===== config.mk =====
export PLATFORM = sky130hd
export DESIGN_NAME = intr_ctrl
export DESIGN_NICKNAME = d
export VERILOG_FILES = /design/src/rtl/intc_pkg.sv /design/src/rtl/prio_enc.sv /design/src/rtl/intr_ctrl.sv
export SDC_FILE = /design/constraint.sdc
export NUM_CORES = 1
export LEC_CHECK = 0
export ABC_AREA = 1
export CORE_UTILIZATION = 39
export CTS_BUF_LIST = sky130_fd_sc_hd__clkbuf_8
export DETAILED_ROUTE_END_ITERATION = 8
export PLACE_DENSITY = 0.8
export SKIP_LAST_GASP = 1
export SLEW_MARGIN = 40
export SYNTH_ARGS = -nofsm -noshare
export SYNTH_HDL_FRONTEND = slang
export SYNTH_SLANG_ARGS = --single-unit
export TNS_END_PERCENT = 30

===== constraint.sdc =====
create_clock -name sys_clk -period 2.6 [get_ports sys_clk]
set_input_delay 0.78 -clock sys_clk [delete_from_list [all_inputs] [get_ports sys_clk]]
set_output_delay 0.78 -clock sys_clk [all_outputs]
set_load 0.02 [all_outputs]

===== src/rtl/intc_pkg.sv =====
// Shared types and constants for the intr_ctrl interrupt controller.
package intc_pkg;

  localparam int unsigned ID_W   = 5;
  localparam int unsigned DATA_W = 32;

  localparam logic [1:0] REG_PEND = 2'd0;
  localparam logic [1:0] REG_MASK = 2'd1;
  localparam logic [1:0] REG_VEC  = 2'd2;
  localparam logic [1:0] REG_EOI  = 2'd3;

  typedef enum logic [1:0] {
    ST_IDLE    = 2'd0,
    ST_REQ     = 2'd1,
    ST_SERVICE = 2'd2
  } state_t;

  // Read layout of the VEC register.
  typedef struct packed {
    logic              in_service;
    logic [25:0]       rsvd;
    logic [ID_W-1:0]   id;
  } vec_t;

endpackage


===== src/rtl/prio_enc.sv =====
// Lowest-index-first priority encoder: valid plus ID of the lowest set request bit.
module prio_enc
  import intc_pkg::*;
#(
  parameter int unsigned NUM_SRC = 8
) (
  input  logic [NUM_SRC-1:0] req,
  output logic               valid,
  output logic [ID_W-1:0]    id
);

  // Scan from the top down so the lowest set bit is written last and wins.
  always_comb begin
    valid = |req;
    id    = '0;
    for (int i = int'(NUM_SRC) - 1; i >= 0; i--) begin
      if (req[i]) id = ID_W'(i);
    end
  end

endmodule


===== src/rtl/intr_ctrl.sv =====
// Prioritised interrupt controller with pending/mask/vector/EOI registers on the CPU IO bus.
// Optional macro INTC_SYNC_EN adds a two-flop synchronizer on irq_in before edge detection.
module intr_ctrl
  import intc_pkg::*;
#(
  parameter int unsigned NUM_SRC   = 8,
  parameter logic [31:0] BASE_ADDR = 32'h0000_0100
) (
  input  logic                sys_clk,
  input  logic                reset,
  input  logic [NUM_SRC-1:0]  irq_in,
  input  logic                io_cs,
  input  logic                io_rd,
  input  logic                io_wr,
  input  logic [DATA_W-1:0]   io_addr,
  input  logic [DATA_W-1:0]   io_din,
  output logic [DATA_W-1:0]   io_dout,
  output logic                INTR,
  input  logic                INT_ACK
);

  state_t               state;
  logic [NUM_SRC-1:0]   irq_s;
  logic [NUM_SRC-1:0]   irq_prev;
  logic [NUM_SRC-1:0]   irq_rise;
  logic [NUM_SRC-1:0]   pend;
  logic [NUM_SRC-1:0]   mask;
  logic [NUM_SRC-1:0]   cand;
  logic [NUM_SRC-1:0]   w1c;
  logic [NUM_SRC-1:0]   ack_clr;
  logic [ID_W-1:0]      vec_id;
  logic [ID_W-1:0]      win_id;
  logic                 cand_valid;
  logic                 in_service;
  logic                 hit;
  logic [1:0]           reg_idx;
  logic                 wr_pend;
  logic                 wr_mask;
  logic                 wr_eoi;
  logic                 rd_en;
  vec_t                 vec_rd;
  logic                 unused_bits;

`ifdef INTC_SYNC_EN
  logic [NUM_SRC-1:0]   sync_q1;
  logic [NUM_SRC-1:0]   sync_q2;

  always_ff @(posedge sys_clk) begin
    if (reset) begin
      sync_q1 <= '0;
      sync_q2 <= '0;
    end else begin
      sync_q1 <= irq_in;
      sync_q2 <= sync_q1;
    end
  end

  assign irq_s = sync_q2;
`else
  assign irq_s = irq_in;
`endif

  // Address decode: 16-byte window, word-spaced registers.
  assign hit     = io_cs && (io_addr[31:4] == BASE_ADDR[31:4]);
  assign reg_idx = io_addr[3:2];
  assign wr_pend = hit && io_wr && (reg_idx == REG_PEND);
  assign wr_mask = hit && io_wr && (reg_idx == REG_MASK);
  assign wr_eoi  = hit && io_wr && (reg_idx == REG_EOI);
  assign rd_en   = hit && io_rd;

  assign unused_bits = ^{io_addr[1:0], io_din};

  assign irq_rise = irq_s & ~irq_prev;
  assign cand     = pend & ~mask;
  assign w1c      = wr_pend ? io_din[NUM_SRC-1:0] : '0;

  always_comb begin
    ack_clr = '0;
    for (int i = 0; i < int'(NUM_SRC); i++) begin
      ack_clr[i] = (state == ST_REQ) && INT_ACK && (vec_id == ID_W'(i));
    end
  end

  prio_enc #(
    .NUM_SRC (NUM_SRC)
  ) u_prio_enc (
    .req   (cand),
    .valid (cand_valid),
    .id    (win_id)
  );

  // Register file and request/service state machine; a new edge beats any clear.
  always_ff @(posedge sys_clk) begin
    if (reset) begin
      state      <= ST_IDLE;
      INTR       <= 1'b0;
      pend       <= '0;
      mask       <= '1;
      in_service <= 1'b0;
      vec_id     <= '0;
      irq_prev   <= '0;
    end else begin
      irq_prev <= irq_s;
      pend     <= (pend & ~w1c & ~ack_clr) | irq_rise;
      if (wr_mask) mask <= io_din[NUM_SRC-1:0];

      case (state)
        ST_IDLE: begin
          if (cand_valid) begin
            vec_id <= win_id;
            INTR   <= 1'b1;
            state  <= ST_REQ;
          end
        end
        ST_REQ: begin
          if (INT_ACK) begin
            in_service <= 1'b1;
            INTR       <= 1'b0;
            state      <= ST_SERVICE;
          end
        end
        ST_SERVICE: begin
          if (wr_eoi) begin
            in_service <= 1'b0;
            state      <= ST_IDLE;
          end
        end
        default: begin
          INTR  <= 1'b0;
          state <= ST_IDLE;
        end
      endcase
    end
  end

  assign vec_rd = '{in_service: in_service, rsvd: '0, id: vec_id};

  // Combinational read mux; forced to zero while reset is held.
  always_comb begin
    io_dout = '0;
    if (!reset && rd_en) begin
      case (reg_idx)
        REG_PEND: io_dout = DATA_W'(pend);
        REG_MASK: io_dout = DATA_W'(mask);
        REG_VEC:  io_dout = vec_rd;
        default:  io_dout = '0;
      endcase
    end
  end

endmodule


### After elaboration in Yosys (flattened, before gate mapping)

Index checks and enable logic that the tools add are counted.

| word-level totals | value |
|---|---|
| flip-flop bits (word level) | 33 |
| bits of input ports | 78 |
| output and inout bits | 33 |
| word-level logic and storage cells | 80 |

| operators by class | value |
|---|---|
| equal/unequal tests | 16 |
| muxes and demuxes | 21 |
| bitwise operators | 10 |
| reduce and logical (&&, ||, !) cells | 26 |

Operators by type and width:

| operator | number |
|---|---|
| $pmux 32 s3 | 1 |
| $and 8x8->8 | 4 |
| $mux 32 | 1 |
| $not 8->8 | 4 |
| $eq 28x5->1 const B | 1 |
| $mux 3 | 8 |
| $eq 5x3->1 const B | 4 |
| $logic_and 1x1->1 | 16 |
| $eq 5x2->1 const B | 2 |
| $reduce_and 3->1 | 3 |
| $mux 8 | 1 |
| $or 8x8->8 | 1 |
| $reduce_or 8->1 | 1 |
| $eq 2x2->1 const B | 3 |
| $mux 2 | 3 |
| $ne 2x2->1 const B | 3 |
| $pmux 2 s3 | 1 |
| $eq 5x1->1 const B | 1 |
| $logic_not 5->1 | 1 |
| $eq 2x1->1 const B | 2 |
| $logic_not 2->1 | 2 |
| $mux 1 | 4 |
| $pmux 1 s3 | 1 |
| $pmux 1 s2 | 1 |
| 4 further kinds | 4 |

### Depth between registers and ports, before layout

Gate-level depths: netlist (run 1).

| depth | value |
|---|---|
| word-level depth | 10 |
| depth in mapped cells | 10 |
| depth with buffers taken out | 10 |

### Hierarchy

From an unflattened synthesis (run 1), not the netlist that was laid out.

| unflattened totals | value |
|---|---|
| cell total of the unflattened synthesis | 332 |
| area total of the unflattened synthesis | 2,150.8 µm² |

By module, submodules not included:

| module | instances | cells an instance | area an instance (µm²) | sequential area each (µm²) |
|---|---|---|---|---|
| intr_ctrl | 1 | 307 | 2,033.2 | 660.6 |
| prio_enc | 1 | 25 | 117.6 | 0.0 |

### Worst setup path before layout (run 1)

Ideal clock, no wire load.

| path | value |
|---|---|
| path type | in2out |
| start | input port io_addr[21] |
| end | output port io_dout[1] |
| data arrival time | 1.927 ns |
| required time | 1.820 ns |
| path slack | -0.107 ns |
| cell stages on the path | 7 |
| buffers on the path | 0 |
| path through | nor2_1 nand2_1 nor2_2 nand2_2 nor2_8 nand3_4 nor3_1 |

| between the ends | value |
|---|---|
| word-level cells in the longest chain between the ends | 5 |

Ends and longest elaborated chain:

| element | RTL line | text |
|---|---|---|
| start: declaration | intr_ctrl.sv:15 | `input logic [DATA_W-1:0] io_addr,` |
| $eq 28x5->1 | intr_ctrl.sv:64 | `assign hit = io_cs && (io_addr[31:4] == BASE_ADDR[31:4]);` |
| $logic_and 1x1->1 | intr_ctrl.sv:64 |  |
| $logic_and 1x1->1 | intr_ctrl.sv:69 | `assign rd_en = hit && io_rd;` |
| $logic_and 1x1->1 | intr_ctrl.sv:141 | `if (!reset && rd_en) begin` |
| $mux 32 | intr_ctrl.sv:141 |  |
| end: declaration | intr_ctrl.sv:17 | `output logic [DATA_W-1:0] io_dout,` |

No other way between the ends.

### Worst setup path after layout (run 1)

| path | value |
|---|---|
| start | input port io_addr[2] |
| end | output port io_dout[1] |

| between the ends | value |
|---|---|
| word-level cells in the longest chain between the ends | 3 |
| elaborated cells on any way between the ends | 5 |
| those cells by class | 2 x eq/ne; 2 x mux; 1 x reduce/logical |

Ends and longest elaborated chain:

| element | RTL line | text |
|---|---|---|
| $eq 2x2->1, or another cell as far along | intr_ctrl.sv:142 | `case (reg_idx)` |
| $pmux 32 s3 * | intr_ctrl.sv:142 |  |
| $mux 32 * | intr_ctrl.sv:141 |  |

Mark *: on every way between the ends. The rest lies on a longest branch, timed or not.

==> results of run 1 <==
-- sequential cells by signal (all words and copies together) (netlist names) --
name and count:
INTR 1, mask 8, vec_id 3, in_service 1, state 2, irq_prev 8
pend 8
-- logic make-up after synthesis --
| family | count (synthesis) |
|---|---|
| simple gates | 159 |
| buf+inv | 66 |
| flops | 31 |
| compound gates | 28 |
| other cells | 1 |
-- cell usage in the layout, fill, tap and decap left out, types with 2 or more instances in the layout --
master,count
nand2_1,81
inv_1,34
dfxtp_1,31
nor2_1,23
conb_1,23
clkdlybuf4s50_1,21
buf_2,21
buf_4,19
nand4_1,17
a21oi_1,10
nand3_1,9
buf_6,9
nor2_2,8
nor4_1,8
o21ai_0,7
clkbuf_8,5
inv_2,3
nand2_2,3
nand3_4,3
a21oi_2,3
nor3_2,3
dlygate4sd2_1,3
nor2_4,2
a221oi_2,2
o21ai_1,2
buf_12,2
-- power groups by stage --
stage | clock (mW) | sequential (mW) | combinational [mW]
floorplan | 0 | 0.512 | 0.110
global placement | 0 | 0.516 | 0.192
detailed placement | 0 | 0.517 | 0.194
CTS | 0.359 | 0.506 | 0.178
global route | 0.382 | 0.509 | 0.208
finish | 0.360 | 0.507 | 0.191
-- worst paths after layout --
check	startpoint	endpoint	slack, ps	cells after the start
setup / recovery	io_addr[2]	io_dout[1]	-80	6
hold / removal	irq_prev[5]	pend[5]	410	1
setup reg to reg	state[0]	pend[3]	1220	7
hold reg to reg	irq_prev[5]	pend[5]	410	1
-- repair_timing --
action	in CTS	in global routing
setup endpoints to repair	9	9
gates cloned	1	0
gates resized for setup	134	29
setup buffers	0	0
pin swaps	2	11
-- area by class of cell --
type / count / area [um^2]
repair buffers: 76 / 631
flip-flops and latches: 31 / 621
clock inverters: 3 / 12.5
well taps: 52 / 65.1
inverters: 35 / 131
multi-input cells: 211 / 1070
clock buffers: 5 / 68.8
fillers: 450 / 1900
-- layer usage --
layer  part of all wire  up-vias  wire (um)
li1                   -     1022          -
met3              0.073       21        372
met1               0.42      887       2120
met2               0.48      109       2470
met4              0.027        0        140
met5                  0        -          0
-- through the flow --
step / worst slack (ps) / hold WS (ps)
2_1_floorplan: -107 / 390
3_3_place_gp: -816 / 395
3_5_place_dp: -910 / 396
4_1_cts: -96.5 / 406
5_1_grt: -140 / 425
6_report: -81.6 / 409
-- worst max-delay path, delay by kind of cell --
family / cells / cell delay [ps]
buf+inv: 3 / 620
compound gates: 1 / 330
simple gates: 2 / 170
==> out/qor.csv, run 1 <==
stage,metric,value,unit
cts,cts_hold_buf,0,
pwr,clockPowerShare,0.340,
floorplan,core_area,4500,um^2
synthesis,synth_compound_area_frac,0.0833,
floorplan,die_w,71.4,um
synthesis,async_reset_ff_frac,0,
pwr,totalPowerFinal,1.06,mW
routing,routed_wl,5110,um
cts,cts_buffers,5,
pwr,power.leakage,1.32,nW
global_route,grt_pass1_vias,1891,
floorplan,design.die.area,5100,um^2
synthesis,synth_top_family_by_area,simple AND/OR/NAND/NOR gates,
synthesis,yosysWarnings,0,
placement,placed_cells,404,
cells_and_area,final_nets,438,
sta,period_share,1.03,
worst_setup_path,cpPeakStageDelay,330,ps
pwr,p_seq_frac,0.480,
cells_and_area,syn2layout_area_growth,38.6,%
global_route,met2_usage,0.346,
routing,num_vias,2039,
sta,drv_slew,0,
global_route,grt_max_degree,24,
worst_setup_path,crit_path_cell_trace,dlygate4sd2_1 > nor2_1 > buf_4 > a221oi_2 > nor3_4 > buf_6,
global_route,grt_pass1_wl,8250,um
global_route,gr-max-usage-layer,met2,
global_route,grt_use_met3,0.0450,
status,outcome,finished with violations,
cells_and_area,stdcell_count,413,
floorplan,start_util,0.417,
placement,dp_hpwl,3710,um
cts,cts_root_buf,clkbuf_8,
worst_setup_path,crit_type,in -> out,
synthesis,synthAdderAreaFrac,0,
worst_setup_path,cp_max_fo,5,
synthesis,synthCells,285,
sta,max_freq,373,MHz
sta,setup_viol,8,
cts,tritoncts,done,
synthesis,ys_ff_latch,31,
cells_and_area,n_antenna_cell,0,
pwr,p_switching,0.295,mW
sta,fin_tns_setup,-393,ps
cts,htreeDepth,2,
synthesis,synth-xor-area-share,0,
placement,port_buffers,61,
routing,wl_per_cell,12.4,um
min_path,holdCritPathClass,reg -> reg,
synthesis,synth-main-ff-cell,dfxtp_1,
synthesis,synth.area.mux_share,0,
sta,layout_min_cycle_time,2680,ps
sta,clock_skew,3.89,ps
sta,setup_ws,-81.6,ps
synthesis,syn_area,1880,um^2
synthesis,ys_types,28,
cells_and_area,final_area,2600,um^2
floorplan,die_h,71.4,um
sta,grt_setup_unrepaired,yes,
cts,clock_latency,290,ps
routing,drc_errors,5,
floorplan,io_pins,111,
pwr,ir_drop,0.338,mV
cells_and_area,fin_util,0.578,
synthesis,synth_edf_count,0,
routing,detail_route.vias_per_cell,4.94,
synthesis,synthSimpleGateAreaFrac,0.397,
routing,ant_nets,0,
synthesis,synthTopCellsByArea,"dfxtp_1, nand2_1, buf_4, inv_1, nor2_1",
worst_setup_path,crit_arrival,1900,ps
floorplan,rows,24,
cts,clk_pin_slew_worst_paths,60,ps
synthesis,yosysSeqAreaShare,0.330,
cells_and_area,drive_above_1_share,0.244,
global_route,use_met1,0.248,
global_route,grt.overflow.total,0,
sta,hold_viol_final,0,
pwr,power_density,407,nW/um^2
pwr,swShare,0.279,
routing,drt_iter0_drc,185,
synthesis,synth.largest_area_cell,dfxtp_1,
worst_setup_path,startpoint_type,input port,
placement,globalplace.congestion,0.887,
worst_setup_path,cp-end-kind,output pin,
routing,first_pass_iters,8,
pwr,p_int,0.763,mW
cts,clkSinkCount,31,
synthesis,netlist_top_cells_count,"nand2_1, inv_1, dfxtp_1, nor2_1, buf_4",
global_route,antenna_found_initial,0,
synthesis,avgSynthCellArea,6.59,um^2
cts,clockBufferDepth,2,
synthesis,synth_top_area_share,0.330,
pwr,combPwrFrac,0.180,
synthesis,post-synth-top-count-cell,nand2_1,
worst_setup_path,crit_required,1820,ps
global_route,grt_usage,0.207,
run,max_cap_viol_count,0,
status,violations,"design-rule violations, negative setup slack",
placement,placed_area,2550,um^2
worst_setup_path,critPathSlowestCell,a221oi_2,
(Power assumes the default switching activity.)
==> run 2, diff against run 1 <==
--- a/config.mk
+++ b/config.mk
@@ -10,7 +10,6 @@
 export CTS_BUF_LIST = sky130_fd_sc_hd__clkbuf_8
 export DETAILED_ROUTE_END_ITERATION = 8
 export PLACE_DENSITY = 0.8
-export SKIP_LAST_GASP = 1
 export SLEW_MARGIN = 40
 export SYNTH_ARGS = -nofsm -noshare
 export SYNTH_HDL_FRONTEND = slang
==> out/qor.csv, run 2 (same netlist as run 1, synthesis figures left out) <==
stage,metric,value,unit,change
status,outcome,finished with violations,,
status,violations,"design-rule violations, negative setup slack",,
cts,htreeDepth,2,,unchanged
routing,drt_iter0_drc,226,,+22%
cts,cts_root_buf,clkbuf_8,,
pwr,power.leakage,1.32,nW,about the same
sta,hold_viol_final,0,,unchanged
floorplan,die_w,71.4,um,unchanged
sta,setup_ws,-58.1,ps,+23.4 ps
cts,clkSinkCount,31,,unchanged
global_route,grt_max_degree,24,,unchanged
run,max_cap_viol_count,0,,unchanged
global_route,grt_pass1_vias,1877,,-0.74%
pwr,power_density,404,nW/um^2,-0.73%
floorplan,core_area,4500,um^2,unchanged
min_path,holdCritPathClass,reg -> reg,,
global_route,use_met1,0.246,,-0.00174
cts,clock_latency,290,ps,about the same
cells_and_area,syn2layout_area_growth,39.2,%,
floorplan,io_pins,111,,unchanged
cells_and_area,drive_above_1_share,0.247,,+0.00277
worst_setup_path,cp_max_fo,5,,unchanged
routing,wl_per_cell,12.3,um,-0.69%
cts,clockBufferDepth,2,,unchanged
sta,setup_viol,5,,-3
global_route,grt_usage,0.206,,-0.00119
global_route,antenna_found_initial,0,,unchanged
sta,max_freq,376,MHz,+0.88%
cells_and_area,n_antenna_cell,0,,unchanged
routing,num_vias,2026,,-0.64%
floorplan,die_h,71.4,um,unchanged
cts,cts_buffers,5,,unchanged
cells_and_area,reg_top3,"irq_prev x8, mask x8, pend x8",,
floorplan,design.die.area,5100,um^2,unchanged
sta,grt_setup_unrepaired,yes,,
floorplan,rows,24,,unchanged
cells_and_area,final_nets,438,,unchanged
routing,detail_route.vias_per_cell,4.91,,-0.64%
global_route,grt.overflow.total,0,,unchanged
global_route,grt_use_met3,0.0450,,unchanged
pwr,totalPowerFinal,1.05,mW,-0.30%
placement,port_buffers,61,,unchanged
worst_setup_path,startpoint_type,input port,,
routing,routed_wl,5070,um,-0.69%
global_route,grt_pass1_wl,8200,um,-0.67%
cells_and_area,nFillCells,444,,-1.3%
cts,tritoncts,done,,
pwr,ir_drop,0.338,mV,about the same
global_route,met2_usage,0.347,,+0.00106
global_route,gr-max-usage-layer,met2,,
sta,period_share,1.02,,-0.00901
cells_and_area,layout_common_cells,"nand2_1, inv_1, dfxtp_1, nor2_1, conb_1",,
cts,clk_pin_slew_worst_paths,60,ps,about the same
worst_setup_path,cp-end-kind,output pin,,
sta,clock_skew,4.95,ps,+1.06 ps
sta,drv_slew,0,,unchanged
routing,ant_nets,0,,unchanged
routing,drc_errors,5,,unchanged
worst_setup_path,crit_required,1820,ps,about the same
routing,first_pass_iters,9,,+1
placement,dp_hpwl,3710,um,unchanged
placement,dp_slack,-910,ps,unchanged
worst_setup_path,crit_type,in -> out,,
sta,layout_min_cycle_time,2660,ps,-23.4 ps
cells_and_area,final_common_cell,nand2_1,,
placement,globalplace.congestion,0.887,,unchanged
floorplan,start_util,0.417,,unchanged
worst_setup_path,crit_arrival,1880,ps,-20 ps
-- run 2: cell types whose count changed in the layout (fill, tap and decap cells not counted) --
cell / delta
buf_6: +2
clkbuf_2: +1
nor2_2: -1
dlygate4sd2_1: -1
buf_2: -2
a21oi_1: -2
a21oi_2: +2
nand2_1: +1
nand2_2: -1
nor2_1: +1
-- run 2: metrics by stage --
stage	instance area (um^2)	hold WS [ps]	instances	TNS, ps	utilization
floorplan	1960	390	307	-213	-
finish	2610	411	413	-195	0.580
global placement	2550	395	404	-7100	0.567
CTS	2530	406	413	-196	0.562
detailed placement	2550	396	404	-7270	0.567
global route	2610	425	413	-811	0.580
-- run 2: worst paths after layout --
check               from     endpoint  slack, ps  cells after the start
max                io_rd  io_dout[31]        -60                      4
min reg2reg  irq_prev[5]      pend[5]        410                      1
min          irq_prev[5]      pend[5]        410                      1
max reg2reg     state[0]      pend[3]       1220                      7
-- run 2: report_power, final --
| part | internal [mW] | switching (mW) | leakage (nW) | total (mW) |
|---|---|---|---|---|
| clock | 0.180 | 0.178 | 0.0505 | 0.357 |
| sequential | 0.494 | 0.0132 | 0.255 | 0.507 |
| combinational | 0.0890 | 0.101 | 1.01 | 0.190 |
-- run 2: repair_timing --
action | in CTS | in global routing
hold buffers | 0 | 0
gates cloned | 1 | 0
buffers inserted | 0 | 0
resized for setup | 143 | 26
pin swaps | 3 | 12
setup endpoints to repair | 9 | 9
-- run 2: area by class of cell --
| cell class | count | area (um^2) | share of cell area |
|---|---|---|---|
| Timing Repair Buffer | 76 | 639 | 0.245 |
| Clock inverter | 3 | 12.5 | 0.00479 |
| Inverter | 35 | 131 | 0.0503 |
| Sequential cell | 31 | 621 | 0.237 |
| Clock buffer | 5 | 68.8 | 0.0263 |
| Tap cell | 52 | 65.1 | 0.0249 |
| Multi-Input combinational cell | 211 | 1080 | 0.412 |
-- run 2: routing by layer --
metal / up-vias / part of all wire / wire length [um]
met1: 902 / 0.41 / 2090
met3: 13 / 0.073 / 372
li1: 1024 / - / -
met4: 0 / 0.020 / 100
met5: - / 0 / 0
met2: 87 / 0.50 / 2510
-- run 2: worst max-delay path: stages --
cell and delay, ps:
clkdlybuf4s50_1 590, nand3_4 180, nor3_2 150, buf_4 160
